<file path="src/rtl/distance_tracker_bcd.sv">
// Remaining-distance tracker kept as a BCD digit chain, decremented by decade steps.
// Produces checkpoint and finish events for the HUD and game-flow controller.
module distance_tracker_bcd #(
   parameter int NUM_DIGITS       = 4,
   parameter int START_DIST       = 1000,
   parameter int CHECKPOINT_DIGIT = 2
) (
   input  logic                    clk,
   input  logic                    resetN,
   input  logic                    load_en,
   input  logic                    start,
   input  logic                    pause,
   input  logic                    restart,
   input  logic                    step_pulse,
   input  logic                    player_move,
   input  logic [1:0]              speed_sel,
   output logic [4*NUM_DIGITS-1:0] digits,
   output logic [1:0]              state,
   output logic                    dist_end,
   output logic                    checkpoint,
   output logic                    finish_pulse
);

   localparam int W = 4 * NUM_DIGITS;

   typedef enum logic [1:0] {
      IDLE     = 2'd0,
      RUN      = 2'd1,
      PAUSED   = 2'd2,
      FINISHED = 2'd3
   } state_t;

   function automatic logic [W-1:0] to_bcd(input int value);
      logic [W-1:0] r;
      int           rem;
      r   = '0;
      rem = value;
      for (int i = 0; i < NUM_DIGITS; i++) begin
         r[4*i +: 4] = 4'(rem % 10);
         rem         = rem / 10;
      end
      return r;
   endfunction

   localparam logic [W-1:0] START_BCD = to_bcd(START_DIST);

   state_t       state_q, state_d;
   logic [W-1:0] digits_d;
   logic         dist_end_d, checkpoint_d, finish_d;

   logic [W-1:0] stepped;
   logic         step_valid, upper_zero, cp_hit, borrow, step_go;
   int           dec;

   // Candidate result of a step: saturate to zero when the value is below the
   // step size, otherwise ripple a BCD borrow upward from the selected decade.
   always_comb begin
      dec        = int'(speed_sel) - 1;
      step_valid = (speed_sel != 2'd0) && (dec < NUM_DIGITS);
      upper_zero = 1'b1;
      borrow     = 1'b1;
      stepped    = digits;
      for (int i = 0; i < NUM_DIGITS; i++) begin
         if (i >= dec) begin
            if (digits[4*i +: 4] != 4'd0) upper_zero = 1'b0;
            if (borrow) begin
               if (digits[4*i +: 4] == 4'd0) begin
                  stepped[4*i +: 4] = 4'd9;
               end else begin
                  stepped[4*i +: 4] = digits[4*i +: 4] - 4'd1;
                  borrow            = 1'b0;
               end
            end
         end
      end
      if (upper_zero) stepped = '0;
      cp_hit = 1'b0;
      for (int i = 0; i < NUM_DIGITS; i++) begin
         if (i >= CHECKPOINT_DIGIT && stepped[4*i +: 4] != digits[4*i +: 4]) cp_hit = 1'b1;
      end
   end

   assign step_go = (state_q == RUN) && step_pulse && player_move && step_valid && !pause;

   always_comb begin
      state_d      = state_q;
      digits_d     = digits;
      dist_end_d   = dist_end;
      checkpoint_d = 1'b0;
      finish_d     = 1'b0;
      if (load_en) begin
         state_d    = IDLE;
         digits_d   = START_BCD;
         dist_end_d = 1'b0;
      end else begin
         case (state_q)
            IDLE:     if (start) state_d = RUN;
            RUN: begin
               if (pause) begin
                  state_d = PAUSED;
               end else if (step_go) begin
                  digits_d     = stepped;
                  checkpoint_d = cp_hit;
                  if (stepped == '0) begin
                     state_d    = FINISHED;
                     dist_end_d = 1'b1;
                     finish_d   = 1'b1;
                  end
               end
            end
            PAUSED:   if (!pause) state_d = RUN;
            FINISHED: begin
               if (restart) begin
                  state_d    = IDLE;
                  digits_d   = START_BCD;
                  dist_end_d = 1'b0;
               end
            end
            default:  state_d = IDLE;
         endcase
      end
   end

   always_ff @(posedge clk or negedge resetN) begin
      if (!resetN) begin
         state_q      <= IDLE;
         digits       <= START_BCD;
         dist_end     <= 1'b0;
         checkpoint   <= 1'b0;
         finish_pulse <= 1'b0;
      end else begin
         state_q      <= state_d;
         digits       <= digits_d;
         dist_end     <= dist_end_d;
         checkpoint   <= checkpoint_d;
         finish_pulse <= finish_d;
      end
   end

   assign state = state_q;

endmodule

</file>
<file path="config.mk">
export PLATFORM = sky130hd
export DESIGN_NAME = distance_tracker_bcd
export DESIGN_NICKNAME = d
export VERILOG_FILES = /design/src/rtl/distance_tracker_bcd.sv
export SDC_FILE = /design/constraint.sdc
export NUM_CORES = 1
export LEC_CHECK = 0
export CAP_MARGIN = 20
export CORE_UTILIZATION = 50
export DETAILED_ROUTE_END_ITERATION = 8
export PLACE_DENSITY_LB_ADDON = 0.12
export SYNTH_ARGS = -nofsm -noshare
export SYNTH_HDL_FRONTEND = slang
export SYNTH_SLANG_ARGS = --single-unit
</file>
<file path="constraint.sdc">
create_clock -name clk -period 2.47 [get_ports clk]
set_clock_uncertainty 0.1 [all_clocks]
set_input_delay 0.3705 -clock clk [delete_from_list [all_inputs] [get_ports clk]]
set_output_delay 0.3705 -clock clk [all_outputs]
set_load 0.01 [all_outputs]
</file>
==> After elaboration in Yosys (flattened, before gate mapping) <==
Cells that the tools add are included.
{ "totals": {"output_inout_bits": 21, "inputBits": 10, "word_cells": 107, "regBits": 21} }
{ "op_classes": {"n_eq_ne": 13, "magnitude_cmp": 5, "mux": 58, "addsub": 5, "n_reduce_logical": 21} }
{ "op_table": {"columns": ["op", "n"], "rows": [
  ["$mux W16", 5],
  ["$mux W4", 11],
  ["$mux W1", 32],
  ["$pmux W16 S2", 1],
  ["$logic_not A16 Y1", 1],
  ["$logic_not A4 Y1", 4],
  ["$reduce_bool A4 Y1", 4],
  ["$sub A4 B1 Y4 const B", 4],
  ["$ne A3 B3 Y1 const B", 5],
  ["$mux W2", 7],
  ["$reduce_and A5 Y1", 2],
  ["$ne A4 B4 Y1", 2],
  ["$pmux W2 S4", 1],
  ["$ge A3 B3 Y1 const A", 2],
  ["$logic_and A1 B1 Y1", 5],
  ["$eq A2 B2 Y1 const B", 2],
  ["$lt A3 B4 Y1 const B", 1],
  ["$ne A4 B3 Y1 const B", 1],
  ["$ne A4 B4 Y1 const B", 1],
  ["$reduce_and A4 Y1", 1],
  ["$ge A1 B3 Y1 const A", 1],
  ["$ge A2 B3 Y1 const A", 1],
  ["$ne A3 B2 Y1 const B", 1],
  ["$reduce_bool A3 Y1", 1],
  ["6 further kinds", 6]
]} }

==> Longest topological paths before layout <==
{ "depth": {"depth_word": 17, "depth_mapped": 8, "ltp_nobuf": 7} }

==> Worst setup path before layout <==
Ideal clock, no wire load.
{ "synth_timing": {"path_type": "register to register", "start": "reg digits[4]", "end": "reg digits[5]", "required_ns": 2.248, "setup_slack_ns": 0.361, "n_path_buf": 1, "setup_ns": 0.122, "arrival_time_ns": 1.888, "synth_period_minus_slack_ns": 2.109, "stages_incl_launch_ff": 8, "cell_sequence": "dfrtp_1 > inv_1 > ha_1 > or3b_1 > a2bb2oi_4 > a21oi_4 > buf_6 > a32o_1"} }
{ "synth_between": {"elab_chain_len": 12, "word_cells_on_any_way": 17, "cone_classes": "add/sub: 1; mux: 14; reduce/logical: 2"} }
{ "synth_lines": {"columns": ["element", "line_no", "text"], "rows": [
  ["from (decl)", "17", "output logic [4*NUM_DIGITS-1:0] digits,"],
  ["from (signal assigned)", "133", "digits <= digits_d;"],
  ["$reduce_bool A4 Y1", "65", "if (digits[4*i +: 4] != 4'd0) upper_zero = 1'b0;"],
  ["$mux W1", "65", null],
  ["$mux W1", "64", "if (i >= dec) begin"],
  ["$mux W1", "65", null],
  ["$mux W1", "64", null],
  ["$mux W1", "65", null],
  ["$mux W1", "64", null],
  ["$mux W16 (*)", "76", "if (upper_zero) stepped = '0;"],
  ["$mux W16 (*)", "101", "end else if (step_go) begin"],
  ["$mux W16 (*)", "99", "if (pause) begin"],
  ["$pmux W16 S2 (*)", "96", "case (state_q)"],
  ["$mux W16 (*)", "91", "if (load_en) begin"]
]} }
Every way passes the cells marked *; elsewhere a longest branch is shown, timed or not. The select of a mux whose other input is x is not followed.
A chain may end at the register's enable or synchronous reset.

==> Final worst setup path <==
{ "layout_timing": {"start": "reg digits[5]", "end": "reg digits[15]"} }
{ "layout_between": {"elab_chain_len": 13, "word_cells_on_any_way": 20, "cone_classes": "mux: 18; reduce/logical: 2"} }
{ "layout_lines": {"columns": ["element", "line_no", "text"], "rows": [
  ["$logic_not A4 Y1", "67", "if (digits[4*i +: 4] == 4'd0) begin"],
  ["$mux W1", "67", null],
  ["$mux W1", "66", "if (borrow) begin"],
  ["$mux W1", "64", null],
  ["$mux W1", "66", null],
  ["$mux W1", "64", null],
  ["$mux W4", "66", null],
  ["$mux W4", "64", null],
  ["$mux W16 (*)", "76", null],
  ["$mux W16 (*)", "101", null],
  ["$mux W16 (*)", "99", null],
  ["$pmux W16 S2 (*)", "96", null],
  ["$mux W16 (*)", "91", null]
]} }
Marks and branches as above.

==> impl_summary.log <==
[metrics] Distinct cells, synth: 53
[metrics] Pre-Repair DR Iteration Count: 5
[metrics] Peak Freq: 433 MHz
[metrics] share of synthesized flip-flops with an asynchronous set or reset: 100%
[metrics] Tightest Hold Check Type: input port to async pin
[metrics] Pwr Density: ~410 nW/um^2
[metrics] Pins Over Slew Limit: 0
[metrics] Layout Area Growth over Synthesis: 26.2%
[metrics] weighted congestion reported at the end of routability-driven placement: 0.863
[metrics] total detailed-routing wirelength: 3660 um
[metrics] TNS Setup: 0 ns
[metrics] Avg Vias per Cell: about 6.4
[metrics] Netlist Area Pre-Place: 1470 sq um
[metrics] EDFF count, synth: 0
[metrics] y dimension of the die: 56.2 um
[metrics] post-CTS clock slew at the launch and capture registers of the worst setup and hold paths: 0.13 ns
[metrics] post-route DRC violation count: 0
[metrics] cts repair resizes: 0
[metrics] post-route cell area: around 1900 sq um
[metrics] routed via count: between 1k and 1.5k
[metrics] via count of the first global-routing pass: roughly 1.3k
[metrics] Rows: 19
[metrics] static leakage: 0.746 nW
[metrics] Core Footprint: roughly 2800 sq um
[metrics] slew of the pin with the lowest slew margin: 0.713 ns
[metrics] placed wire-length estimate: 2750 um
[metrics] FF+latch count, synth: 21
[metrics] count of clock tree sinks: 21
[metrics] final worst-path cycle share: about 94%
[metrics] R2R depth: 7
[metrics] clock tree from TritonCTS: yes
[metrics] Worst Setup Path Type: flip-flop to flip-flop
[metrics] Post-Syn Nets: 174
[metrics] worst vdd ir: 407 uV
[metrics] Worst R2R Setup Slack: 0.16 ns
[metrics] n_diodes: 0
[metrics] Die Footprint: around 3200 sq um
[metrics] total track usage: 25.3%
[metrics] Critical Path Source: digits[5]
[metrics] cell count along the critical path: 7
[metrics] delay of the slowest critical-path stage: around 0.46 ns
[metrics] highest-delay cell along the critical path: sky130_fd_sc_hd__dfrtp_1
[metrics] Top FF cell, synth: sky130_fd_sc_hd__dfrtp_1
[metrics] total power of the final layout: 0.000752 W
[metrics] sequential area share after synthesis: 35.9%
[metrics] maximum net fanout on the critical path: 8
[metrics] largest delay contributor family on the critical path: compound AO/OA/AOI/OAI gates
[metrics] wire length of the first global-routing pass: approximately 6300 um
[metrics] ratio of cells with drive above 1 in the final layout: 13.0%
[metrics] worst path cell trace: inv_1, ha_1, or3b_1, a2bb2oi_4, nand2_1, o31ai_1, a21boi_0
[metrics] total buffers and inverters traversed by the critical path: 1
[metrics] result of the run: finished clean
[metrics] cells after synthesis: 163
[metrics] slew margin rel.: a little over half
[metrics] total of hold buffers inserted after clock tree synthesis: 0
[metrics] Required @ worst endpoint: about 2.6 ns
[metrics] number of clock buffers inserted by TritonCTS: 3
[metrics] arrival time of data at the critical path endpoint: 2.39 ns
[metrics] number of maximum-capacitance violations: 0
[metrics] total number of yosys warnings: 0
[metrics] Syn Area/Cell: about 9.0 sq um
[metrics] antenna-violating nets left: 0
[metrics] unrepaired setup endpoints after global routing: false
[metrics] remaining global-route overflow: 0
[metrics] maximum root-to-sink buffer count: 2
[metrics] I/O pin total: 31
[metrics] first-iteration detailed-routing DRC count: 105
[metrics] detail-routed net length per standard cell: 15.9 um
[metrics] Die Span X: 56.2 um
[metrics] later-pin clock latency in the skew report: 0.32 ns
[metrics] H-tree levels: 1
[metrics] Reg-to-Reg End: digits[15]
[metrics] number of buffers inserted by port buffering: 30
[metrics] maximum number of pins on one net before global-route repair: 22
[metrics] instance area after placement: 1830 sq um
[metrics] Final setup viols: 0
[metrics] Critical Path Source Type: flip-flop
[metrics] Critical Path Sink Type: flip-flop
[metrics] origin of the critical flop-to-flop path: digits[5]
[metrics] starting density of the core: 52.8%
[metrics] time the final worst path needs with I/O delays and setup: 2.31 ns
[metrics] number of antenna violations at the first check in global routing: 0
[metrics] final-report hold violation count: 0
[metrics] Final Net Count: 212
[metrics] post-CTS setup repair buffer count: 0
[metrics] clock root cell: sky130_fd_sc_hd__clkbuf_4
[metrics] capturing element of the worst setup path: digits[15]
==> synth_stat cells, drive strengths merged (2+ instances only) <==
library cell | instances | area [sq um]
nor2 | 21 | 78.8
dfrtp | 20 | 500
o21ai | 18 | 93.8
nand2 | 13 | 48.8
a21oi | 12 | 71.3
inv | 6 | 22.5
nor4 | 6 | 58.8
buf | 5 | 46.3
nor3 | 5 | 30.0
nor2b | 4 | 27.5
o31ai | 4 | 30.0
a211oi | 3 | 22.5
a21o | 3 | 23.8
a22o | 3 | 26.3
o2bb2ai | 3 | 26.3
o32ai | 3 | 26.3
o41ai | 3 | 26.3
a21boi | 2 | 15.0
a31oi | 2 | 12.5
a32o | 2 | 20.0
nand2b | 2 | 12.5
nand3 | 2 | 10.0
or4 | 2 | 18.8
==> layout by cell type (no fill, tap or decap), drive strengths merged, types with 2 or more instances in the layout <==
master / netlist / routed
nand2b: 2 / 2
inv: 6 / 6
o2bb2ai: 3 / 3
a31oi: 2 / 2
o21ai: 18 / 18
a21boi: 2 / 2
o41ai: 3 / 3
nand2: 13 / 13
nand3: 2 / 2
a22o: 3 / 3
or4: 2 / 2
o31ai: 4 / 4
nor2b: 4 / 4
a21o: 3 / 3
a32o: 2 / 2
clkbuf: 1 / 3
dfrtp: 20 / 20
buf: 5 / 9
nor2: 21 / 21
clkdlybuf4s50: 0 / 30
nor4: 6 / 6
o32ai: 3 / 3
a21oi: 12 / 12
a211oi: 3 / 3
nor3: 5 / 5
==> how the worst min path moves through the flow <==
| stage | endpoint | cells after the start |
|---|---|---|
| 2_1_floorplan | checkpoint | 0 |
| 4_1_cts | state[0] | 2 |
| 3_3_place_gp | dist_end | 2 |
| 3_5_place_dp | dist_end | 2 |
| 5_1_grt | checkpoint | 2 |
| 6_report | checkpoint | 2 |
==> cell families (layout without fill, tap and decap cells) <==
family / count (synthesis) / in the layout / share of synthesized area (%)
AOI/OAI and AO/OA: 64 / 64 / 32.3
DFF: 21 / 21 / 35.9
adders and majority gates: 1 / 1 / 0.852
muxes: 1 / 1 / 0.681
xor gates and xnor gates: 1 / 1 / 0.596
and+or+nand+nor: 63 / 63 / 24.8
buffers and inverters: 12 / 49 / 4.94
==> layer usage <==
layer | wire length [um] | vias to the layer above | GRT usage [%]
li1 | - | 710 | -
met1 | 1640 | 706 | 34.5
met2 | 1750 | 58 | 41.2
met3 | 177 | 11 | 2.56
met4 | 87 | 0 | 10.5
met5 | 0 | - | 0
==> per-stage QoR <==
| stage | worst slack, ns | hold WS (ns) | util, % | std cells |
|---|---|---|---|---|
| floorplan | 0.361 | -0.0251 | - | 163 |
| global placement | 0.142 | 0.403 | 65.6 | 227 |
| finish | 0.159 | 0.277 | 66.6 | 231 |
| detailed placement | 0.0637 | 0.433 | 65.6 | 227 |
| global route | 0.0209 | 0.323 | 66.6 | 231 |
| CTS | 0.195 | 0.282 | 66.6 | 231 |
==> worst register-to-register path: cells and delay by family (launching register included) <==
family / cells / cell delay [ns]
buf+inv: 1 / 0.08
fa+ha+maj: 1 / 0.25
flops: 1 / 0.46
simple gates: 2 / 0.62
compound gates: 3 / 0.67
==> where the power goes <==
group	internal (W)	switching (W)	leakage, nW
logic	0.0000913	0.000112	0.441
clock network	0.0000607	0.000114	0.0177
registers	0.000353	0.0000203	0.288
total	0.000505	0.000247	0.746
==> flip-flops by register name, summed over array words and instances (netlist names) <==
| name | count |
|---|---|
| checkpoint | 1 |
| state | 2 |
| finish_pulse | 1 |
| dist_end | 1 |
| digits | 16 |
==> final cells by class <==
cell class	count	area, sq um
fill	244	928
multi-input combinational	130	870
sequential	21	527
timing repair buffer	39	368
tap	31	38.8
clock buffer	3	22.5
inverter	6	22.5
clock inverter	1	5.00
Note: power is estimated with default switching activity, not from simulation.
